$ cat src/rtl/mux_ser_pkg.sv
`default_nettype none
// ============================================================================
//  Module      : mux_ser_pkg
//  Description : Shared types and constants for the 8:1 mux serial sequencer.
//                Bit order is set at compile time by MUX_SER_MSB_FIRST_EN:
//                  undefined -> select runs 0..7 (LSB first)
//                  defined   -> select runs 7..0 (MSB first)
//  Revision    : 1.0  initial release
// ============================================================================
package mux_ser_pkg;

    localparam int WORD_W = 8;
    localparam int SEL_W  = 3;

    typedef enum logic [0:0] {
        ST_IDLE  = 1'b0,
        ST_SHIFT = 1'b1
    } state_t;

`ifdef MUX_SER_MSB_FIRST_EN
    localparam logic [SEL_W-1:0] FIRST_SEL = 3'd7;
    localparam logic [SEL_W-1:0] LAST_SEL  = 3'd0;

    function automatic logic [SEL_W-1:0] next_sel(input logic [SEL_W-1:0] sel);
        return sel - 3'd1;
    endfunction
`else
    localparam logic [SEL_W-1:0] FIRST_SEL = 3'd0;
    localparam logic [SEL_W-1:0] LAST_SEL  = 3'd7;

    function automatic logic [SEL_W-1:0] next_sel(input logic [SEL_W-1:0] sel);
        return sel + 3'd1;
    endfunction
`endif

endpackage : mux_ser_pkg
`default_nettype wire

$ cat src/rtl/mux_ser_bit_timer.sv
`default_nettype none
// ============================================================================
//  Module      : mux_ser_bit_timer
//  Description : Per-bit hold counter. Counts 0..BIT_CYCLES-1 while enabled,
//                wrapping to 0 after the terminal count; clear forces 0.
//  Ports       : clk, rst   - clock, async active-high reset
//                en_i       - advance the counter this cycle
//                clr_i      - synchronous clear (wins over en_i)
//                tc_o       - counter is at BIT_CYCLES-1
//  Revision    : 1.0  initial release
// ============================================================================
module mux_ser_bit_timer #(
    parameter int BIT_CYCLES = 4
) (
    input  logic clk,
    input  logic rst,
    input  logic en_i,
    input  logic clr_i,
    output logic tc_o
);

    // At least one bit wide so BIT_CYCLES = 1 still yields a legal vector.
    localparam int               CNT_W    = (BIT_CYCLES > 1) ? $clog2(BIT_CYCLES) : 1;
    localparam logic [CNT_W-1:0] CNT_LAST = CNT_W'(BIT_CYCLES - 1);

    logic [CNT_W-1:0] cyc_cnt_q;
    logic [CNT_W-1:0] cyc_cnt_d;

    assign tc_o = (cyc_cnt_q == CNT_LAST);

    always_comb begin
        cyc_cnt_d = cyc_cnt_q;
        if (clr_i) begin
            cyc_cnt_d = '0;
        end else if (en_i) begin
            cyc_cnt_d = tc_o ? '0 : cyc_cnt_q + CNT_W'(1);
        end
    end

    always_ff @(posedge clk or posedge rst) begin
        if (rst) begin
            cyc_cnt_q <= '0;
        end else begin
            cyc_cnt_q <= cyc_cnt_d;
        end
    end

endmodule : mux_ser_bit_timer
`default_nettype wire

$ cat src/rtl/mux_ser_sequencer.sv
`default_nettype none
// ============================================================================
//  Module      : mux_ser_sequencer
//  Description : Accepts an 8-bit word over valid/ready, drives it onto the
//                data inputs of an external 8:1 mux and walks the mux select
//                through all eight positions, BIT_CYCLES clocks per bit, so
//                the mux output is a qualified serial bitstream.
//                Compile option: MUX_SER_MSB_FIRST_EN selects MSB-first order.
//  Ports       : clk, rst          - clock, async active-high reset
//                in_data_i/valid_i - input word handshake; in_ready_o out
//                mux_d_o, mux_s_o  - registered mux data / select
//                bit_valid_o       - mux output carries a frame bit
//                bit_first_o/last_o- first / last bit of the frame
//                bit_ready_i       - downstream ready; low stalls the block
//  Revision    : 1.0  initial release
// ============================================================================
module mux_ser_sequencer
    import mux_ser_pkg::*;
#(
    parameter int BIT_CYCLES = 4
) (
    input  logic              clk,
    input  logic              rst,
    input  logic [WORD_W-1:0] in_data_i,
    input  logic              in_valid_i,
    output logic              in_ready_o,
    output logic [WORD_W-1:0] mux_d_o,
    output logic [SEL_W-1:0]  mux_s_o,
    output logic              bit_valid_o,
    output logic              bit_first_o,
    output logic              bit_last_o,
    input  logic              bit_ready_i
);

    state_t            state_q, state_d;
    logic [WORD_W-1:0] mux_d_q, mux_d_d;
    logic [SEL_W-1:0]  mux_s_q, mux_s_d;

    logic w_tc;
    logic w_shift;
    logic w_bit_end;
    logic w_term;
    logic w_accept;

    assign w_shift   = (state_q == ST_SHIFT);
    assign w_bit_end = w_shift & bit_ready_i & w_tc;
    // Terminal cycle: last clock of the last bit, consumed downstream.
    assign w_term    = w_bit_end & (mux_s_q == LAST_SEL);

    // Ready in IDLE, and on the terminal cycle so frames can chain gap-free.
    assign in_ready_o = ~rst & ((state_q == ST_IDLE) | w_term);
    assign w_accept   = in_valid_i & in_ready_o;

    mux_ser_bit_timer #(
        .BIT_CYCLES (BIT_CYCLES)
    ) u_bit_timer (
        .clk   (clk),
        .rst   (rst),
        .en_i  (w_shift & bit_ready_i),
        .clr_i (w_accept),
        .tc_o  (w_tc)
    );

    always_comb begin
        state_d = state_q;
        mux_d_d = mux_d_q;
        mux_s_d = mux_s_q;
        unique case (state_q)
            ST_IDLE: begin
                if (w_accept) begin
                    mux_d_d = in_data_i;
                    mux_s_d = FIRST_SEL;
                    state_d = ST_SHIFT;
                end
            end
            ST_SHIFT: begin
                if (w_term) begin
                    if (w_accept) begin
                        mux_d_d = in_data_i;
                        mux_s_d = FIRST_SEL;
                    end else begin
                        state_d = ST_IDLE;
                    end
                end else if (w_bit_end) begin
                    mux_s_d = next_sel(mux_s_q);
                end
            end
            default: state_d = ST_IDLE;
        endcase
    end

    always_ff @(posedge clk or posedge rst) begin
        if (rst) begin
            state_q <= ST_IDLE;
            mux_d_q <= '0;
            mux_s_q <= '0;
        end else begin
            state_q <= state_d;
            mux_d_q <= mux_d_d;
            mux_s_q <= mux_s_d;
        end
    end

    assign mux_d_o     = mux_d_q;
    assign mux_s_o     = mux_s_q;
    assign bit_valid_o = w_shift;
    assign bit_first_o = w_shift & (mux_s_q == FIRST_SEL);
    assign bit_last_o  = w_shift & (mux_s_q == LAST_SEL);

endmodule : mux_ser_sequencer
`default_nettype wire

$ cat config.mk
export PLATFORM = sky130hd
export DESIGN_NAME = mux_ser_sequencer
export DESIGN_NICKNAME = d
export VERILOG_FILES = /design/src/rtl/mux_ser_pkg.sv /design/src/rtl/mux_ser_bit_timer.sv /design/src/rtl/mux_ser_sequencer.sv
export SDC_FILE = /design/constraint.sdc
export NUM_CORES = 1
export LEC_CHECK = 0
export CORE_MARGIN = 5
export CORE_UTILIZATION = 41
export DETAILED_ROUTE_END_ITERATION = 7
export PLACE_DENSITY = 0.83
export SYNTH_ARGS = -nofsm -noshare
export SYNTH_HDL_FRONTEND = slang
export SYNTH_SLANG_ARGS = --single-unit
$ cat constraint.sdc
create_clock -name clk -period 1.7 [get_ports clk]
set_input_delay 0.34 -clock clk [delete_from_list [all_inputs] [get_ports clk]]
set_output_delay 0.34 -clock clk [all_outputs]
set_load 0.03 [all_outputs]
**After elaboration in Yosys (flattened, before gate mapping)**

Cells that the tools add are included.

- Memories: 0
- Bits in registers: 14
- Bits of input ports: 12
- Bits in latches: 0
- ROM bits: 0
- Logic and storage cells: 35
- Bits in writable memories: 0
- Output and inout port bits: 15

- Divide/modulo/power cells: 0
- Equal/unequal tests: 4
- Order comparisons: 0
- Reductions and logical operators: 2
- Muxes and demuxes: 13
- Shift-type cells: 0
- $mul: 0
- Add/sub/neg operators: 2
- Bitwise gates (word level): 10

Operator list:

| cell | number |
|---|---|
| $mux W8 | 2 |
| $pmux W8 S2 | 1 |
| $mux W3 | 3 |
| $and A1 B1 Y1 | 7 |
| $mux W2 | 3 |
| $pmux W3 S2 | 1 |
| $add A3 B1 Y3 const B | 1 |
| $eq A3 B3 Y1 const B | 1 |
| $logic_not A3 Y1 | 1 |
| $ne A3 B1 Y1 const B | 1 |
| $add A2 B1 Y2 const B | 1 |
| $eq A2 B2 Y1 const B | 1 |
| $mux W1 | 2 |
| $ne A2 B1 Y1 const B | 1 |
| $not A1 Y1 | 2 |
| $pmux W1 S2 | 1 |
| $reduce_bool A2 Y1 | 1 |
| $or A1 B1 Y1 | 1 |

**Logic depth before layout (Yosys ltp)**

Gate-level depths: netlist (run 1).

- Depth in word-level cells: 9
- Mapped depth: 5

**By module**

Synthesis (run 1) repeated with hierarchy kept, for this count alone.

- Cells, all modules: 56
- Area, all modules: 691.9 µm²

Modules (own cells, without submodules):

| module | cells each | area an instance (µm²) | instances |
|---|---|---|---|
| mux_ser_sequencer | 47 | 588.1 | 1 |
| mux_ser_bit_timer | 9 | 103.8 | 1 |

**Worst setup path after synthesis (run 1)**

Ideal clock, no wire load.

- Path type: flip-flop to output port
- From: register mux_s_q[1], in the netlist mux_s_o[1]
- To: output in_ready_o
- Buffers on the path: 0
- Path slack: -0.231 ns
- Arrival: 1.591 ns
- Stages on the path, launching flop included: 5
- Cells stage by stage: dfrtp_1 > ha_1 > ha_1 > nand3_2 > a21oi_1

- Longest elaborated chain between the ends: 4

RTL lines:

| what | RTL line | source |
|---|---|---|
| start: declaration | mux_ser_sequencer.sv:37 | `logic [SEL_W-1:0] mux_s_q, mux_s_d;` |
| start signal: assignment | mux_ser_sequencer.sv:100 | `mux_s_q <= mux_s_d;` |
| $eq A3 B3 Y1 | mux_ser_sequencer.sv:48 | `assign w_term = w_bit_end & (mux_s_q == LAST_SEL);` |
| $and A1 B1 Y1 | mux_ser_sequencer.sv:48 |  |
| $or A1 B1 Y1 | mux_ser_sequencer.sv:51 | `assign in_ready_o = ~rst & ((state_q == ST_IDLE) \| w_term);` |
| $and A1 B1 Y1 | mux_ser_sequencer.sv:51 |  |
| end: declaration | mux_ser_sequencer.sv:26 | `output logic in_ready_o,` |

Every way passes these cells.

**Worst setup path in the final report (run 1)**

Ends and elaborated chain as after synthesis.

==> results of run 1 <==
per-layer routing:
metal / part of all wire / wire length [um] / global-route usage
met3: 0.083 / 162 / 0.04142
met2: 0.51 / 1003 / 0.2252
met1: 0.38 / 745 / 0.1691
met4: 0.019 / 38 / 0.07660
met5: 0 / 0 / 0
metrics by stage:
| step | setup TNS (ns) | power, mW |
|---|---|---|
| after CTS | -0.1701 | 1.966 |
| after floorplan | 0 | 1.205 |
| after global placement | -0.7342 | 1.637 |
| after detailed placement | -0.7270 | 1.672 |
| final | -0.1576 | 2.025 |
| after global routing | -0.8427 | 2.168 |
state kept, by name (all words and copies together), names as in the netlist:
register,cells
mux_s_o,3
u_bit_timer.cyc_cnt_q,2
mux_d_o,8
bit_valid_o,1
worst max-delay path, stage by stage (launching register included):
cell and delay [ns]:
dfrtp_2 0.43, ha_4 0.17, ha_4 0.15, buf_6 0.12
nand3_4 0.08, a21oi_2 0.06, buf_6 0.14
final cells by class:
class | instances | area (um2) | area share
sequential | 14 | 352.8 | 0.2953
clock buffer | 4 | 36.28 | 0.03037
tap | 16 | 20.02 | 0.01675
timing repair buffer | 41 | 384.1 | 0.3215
multi-input combinational | 36 | 386.6 | 0.3236
inverter | 4 | 15.01 | 0.01257
power by group:
part | switching, mW | total [mW] | internal [mW] | leakage (nW)
Sequential | 0.109 | 0.601 | 0.491 | 0.166
Clock | 0.117 | 0.248 | 0.131 | 0.0210
Combinational | 0.597 | 1.18 | 0.579 | 0.422
final timing paths:
kind	cells after the start	slack, ns	end	startpoint
hold / removal	3	0.45	mux_s_o[1]	rst
setup reg to reg	7	-0.05	mux_d_o[6]	mux_s_o[1]
hold reg to reg	1	0.51	u_bit_timer.cyc_cnt_q[0]	u_bit_timer.cyc_cnt_q[0]
max in group asynchronous	4	0.83	mux_d_o[5]	rst
setup / recovery	6	-0.08	in_ready_o	mux_s_o[1]
min in group clk	1	0.51	u_bit_timer.cyc_cnt_q[0]	u_bit_timer.cyc_cnt_q[0]
layout by cell type (no fill, tap or decap), drive strengths merged:
master / netlist / layout
o31ai: 1 / 1
nand2: 4 / 4
dlygate4sd2: 0 / 4
nand2b: 1 / 1
clkdlybuf4s50: 0 / 13
nor3: 1 / 1
dlymetal6s2s: 0 / 6
a22o: 5 / 5
inv: 4 / 4
a21oi: 3 / 4
clkbuf: 0 / 4
buf: 1 / 18
nor2: 1 / 1
o211ai: 1 / 1
nand3: 1 / 1
and3b: 2 / 2
dfrtp: 14 / 14
and2: 1 / 1
a21boi: 1 / 1
mux2: 9 / 9
ha: 4 / 4
timing repair:
| item | CTS | global route |
|---|---|---|
| hold endpoints to repair | 0 | 0 |
| pin swaps | 3 | 1 |
| resized for setup | 17 | 15 |
| cloned | 1 | 0 |
| setup endpoints to repair | 14 | 16 |
| buffers inserted | 1 | 2 |
cell families (layout without fill, tap and decap cells):
family	after synthesis	after routing
flip-flops	14	14
AO/OA/AOI/OAI	11	12
AND/OR/NAND/NOR	11	11
multiplexers	9	9
buffers and inverters	5	49
adder cells (fa/ha/maj)	4	4
==> results.yml, run 1 <==
status:
  status: "finished with violations"
  failed_checks: "negative setup slack"
cells_and_area:
  nNetsFinal: 116
  fin_cells: 115
  final_cell_area_um2: 1195
  fin_util: 0.7752
  fill_cells: 93
  syn_to_final_growth_pct: 76.20
  drive_gt1_frac: 0.4040
  num_antenna_cells: 0
synth:
  netlist_instances: 54
  synth_edf_count: 0
  synth_cell_types: 18
  syn_area_um2: 678.2
  seq_area_frac_synth: 0.5166
  synthAdderAreaFrac: 0.07380
  synth_nets: 70
  synth_warnings: 0
  yosys-top-cells-count: "dfrtp_1, mux2_2, a22o_1"
  synth_mux_area_frac: 0.1494
  synth_top_family_by_area: "multiplexers"
  syn_area_per_cell_um2: 12.56
  synthArstFlopShare: 1.000
  synth_compound_area_frac: 0.1365
  synth_top_area_frac: 0.5166
  yosysTopAreaCell: "dfrtp_1"
  yosysMostFrequentCell: "dfrtp_1"
  synthSimpleGateAreaFrac: 0.09410
  synth-main-ff-cell: "dfrtp_1"
  synthTopCellsByArea: "dfrtp_1, mux2_2, ha_1, a22o_1, and3b_1"
  ys_ff_latch: 14
  synth-xor-area-share: 0
timing:
  finalSetupViolCount: 5
  fmax_mhz: 561.6
  finalMaxSlewViolations: 0
  tightest_slew_ns: 0.3440
  post-route-period-util: 1.047
  finalHoldViolCount: 0
  fin_worst_hold_slack_ns: 0.4460
  min_period_ns: 1.781
  setup_ws_ns: -0.08069
  slew_headroom: 0.7703
  fin_worst_skew_ns: 0.007132
  rsz0062_at_grt: "true"
floorplan:
  start_util: 0.4399
  design.core.area_um2: 1541
  ios: 27
  die_y_um: 50.67
  std_cell_rows: 14
  die_w_um: 50.67
  dieArea_um2: 2567
critical_path:
  critical_path.max_fanout: 3
  cp.required_ns: 1.36
  end_kind: "output pin"
  worstSetupPathType: "reg2out"
  crit_path_start_kind: "register"
  critPathArrivalTime_ns: 1.44
clocking:
  cts_tree: "built"
  clock_latency_ns: 0.29
  clock_sinks: 14
  cts_root_buf: "clkbuf_4"
  clk_pin_slew_ns: 0.09
  htreeDepth: 1
  cts_buffer_depth: 2
  cts_made_buffers: 3
  hold_buffers: 0
job:
  cap_violations: 0
power_and_ir_drop:
  irDropWorstVdd_uv: 1135
  powerDensity_nw_per_um2: 1694
  power_leakage_nw: 0.6096
global_route:
  grt_util_all_layers: 0.1414
  globalRouteOverflowTotal: 0
  grt_pass1_vias: 650
  antenna_found_initial: 0
  grt_max_degree: 12
  grt_pass1_wl_um: 2794
route:
  via_per_inst: 5.261
  vias: 605
  wirelength_um: 1950
  wl_per_cell_um: 16.96
  drtIter0Drc: 4
  drc: 0
  first_pass_iters: 4
  ant_nets: 0
placement:
  gp_congestion: 0.7973
  place_inst: 108
  dpl-instance-area_um2: 1052
  post-place-ws_ns: -0.1480
  port_buffers: 26
hold_path:
  min_path_type: "in2async"
No activity file was read; power rests on OpenSTA's default activity.
==> run 2: changes to the inputs <==
--- a/config.mk
+++ b/config.mk
@@ -5,6 +5,7 @@
 export SDC_FILE = /design/constraint.sdc
 export NUM_CORES = 1
 export LEC_CHECK = 0
+export CAP_MARGIN = 20
 export CORE_MARGIN = 5
 export CORE_UTILIZATION = 41
 export DETAILED_ROUTE_END_ITERATION = 7
==> results of run 2 <==
No change in the layout: final DEF, timing and power equal those of run 1.
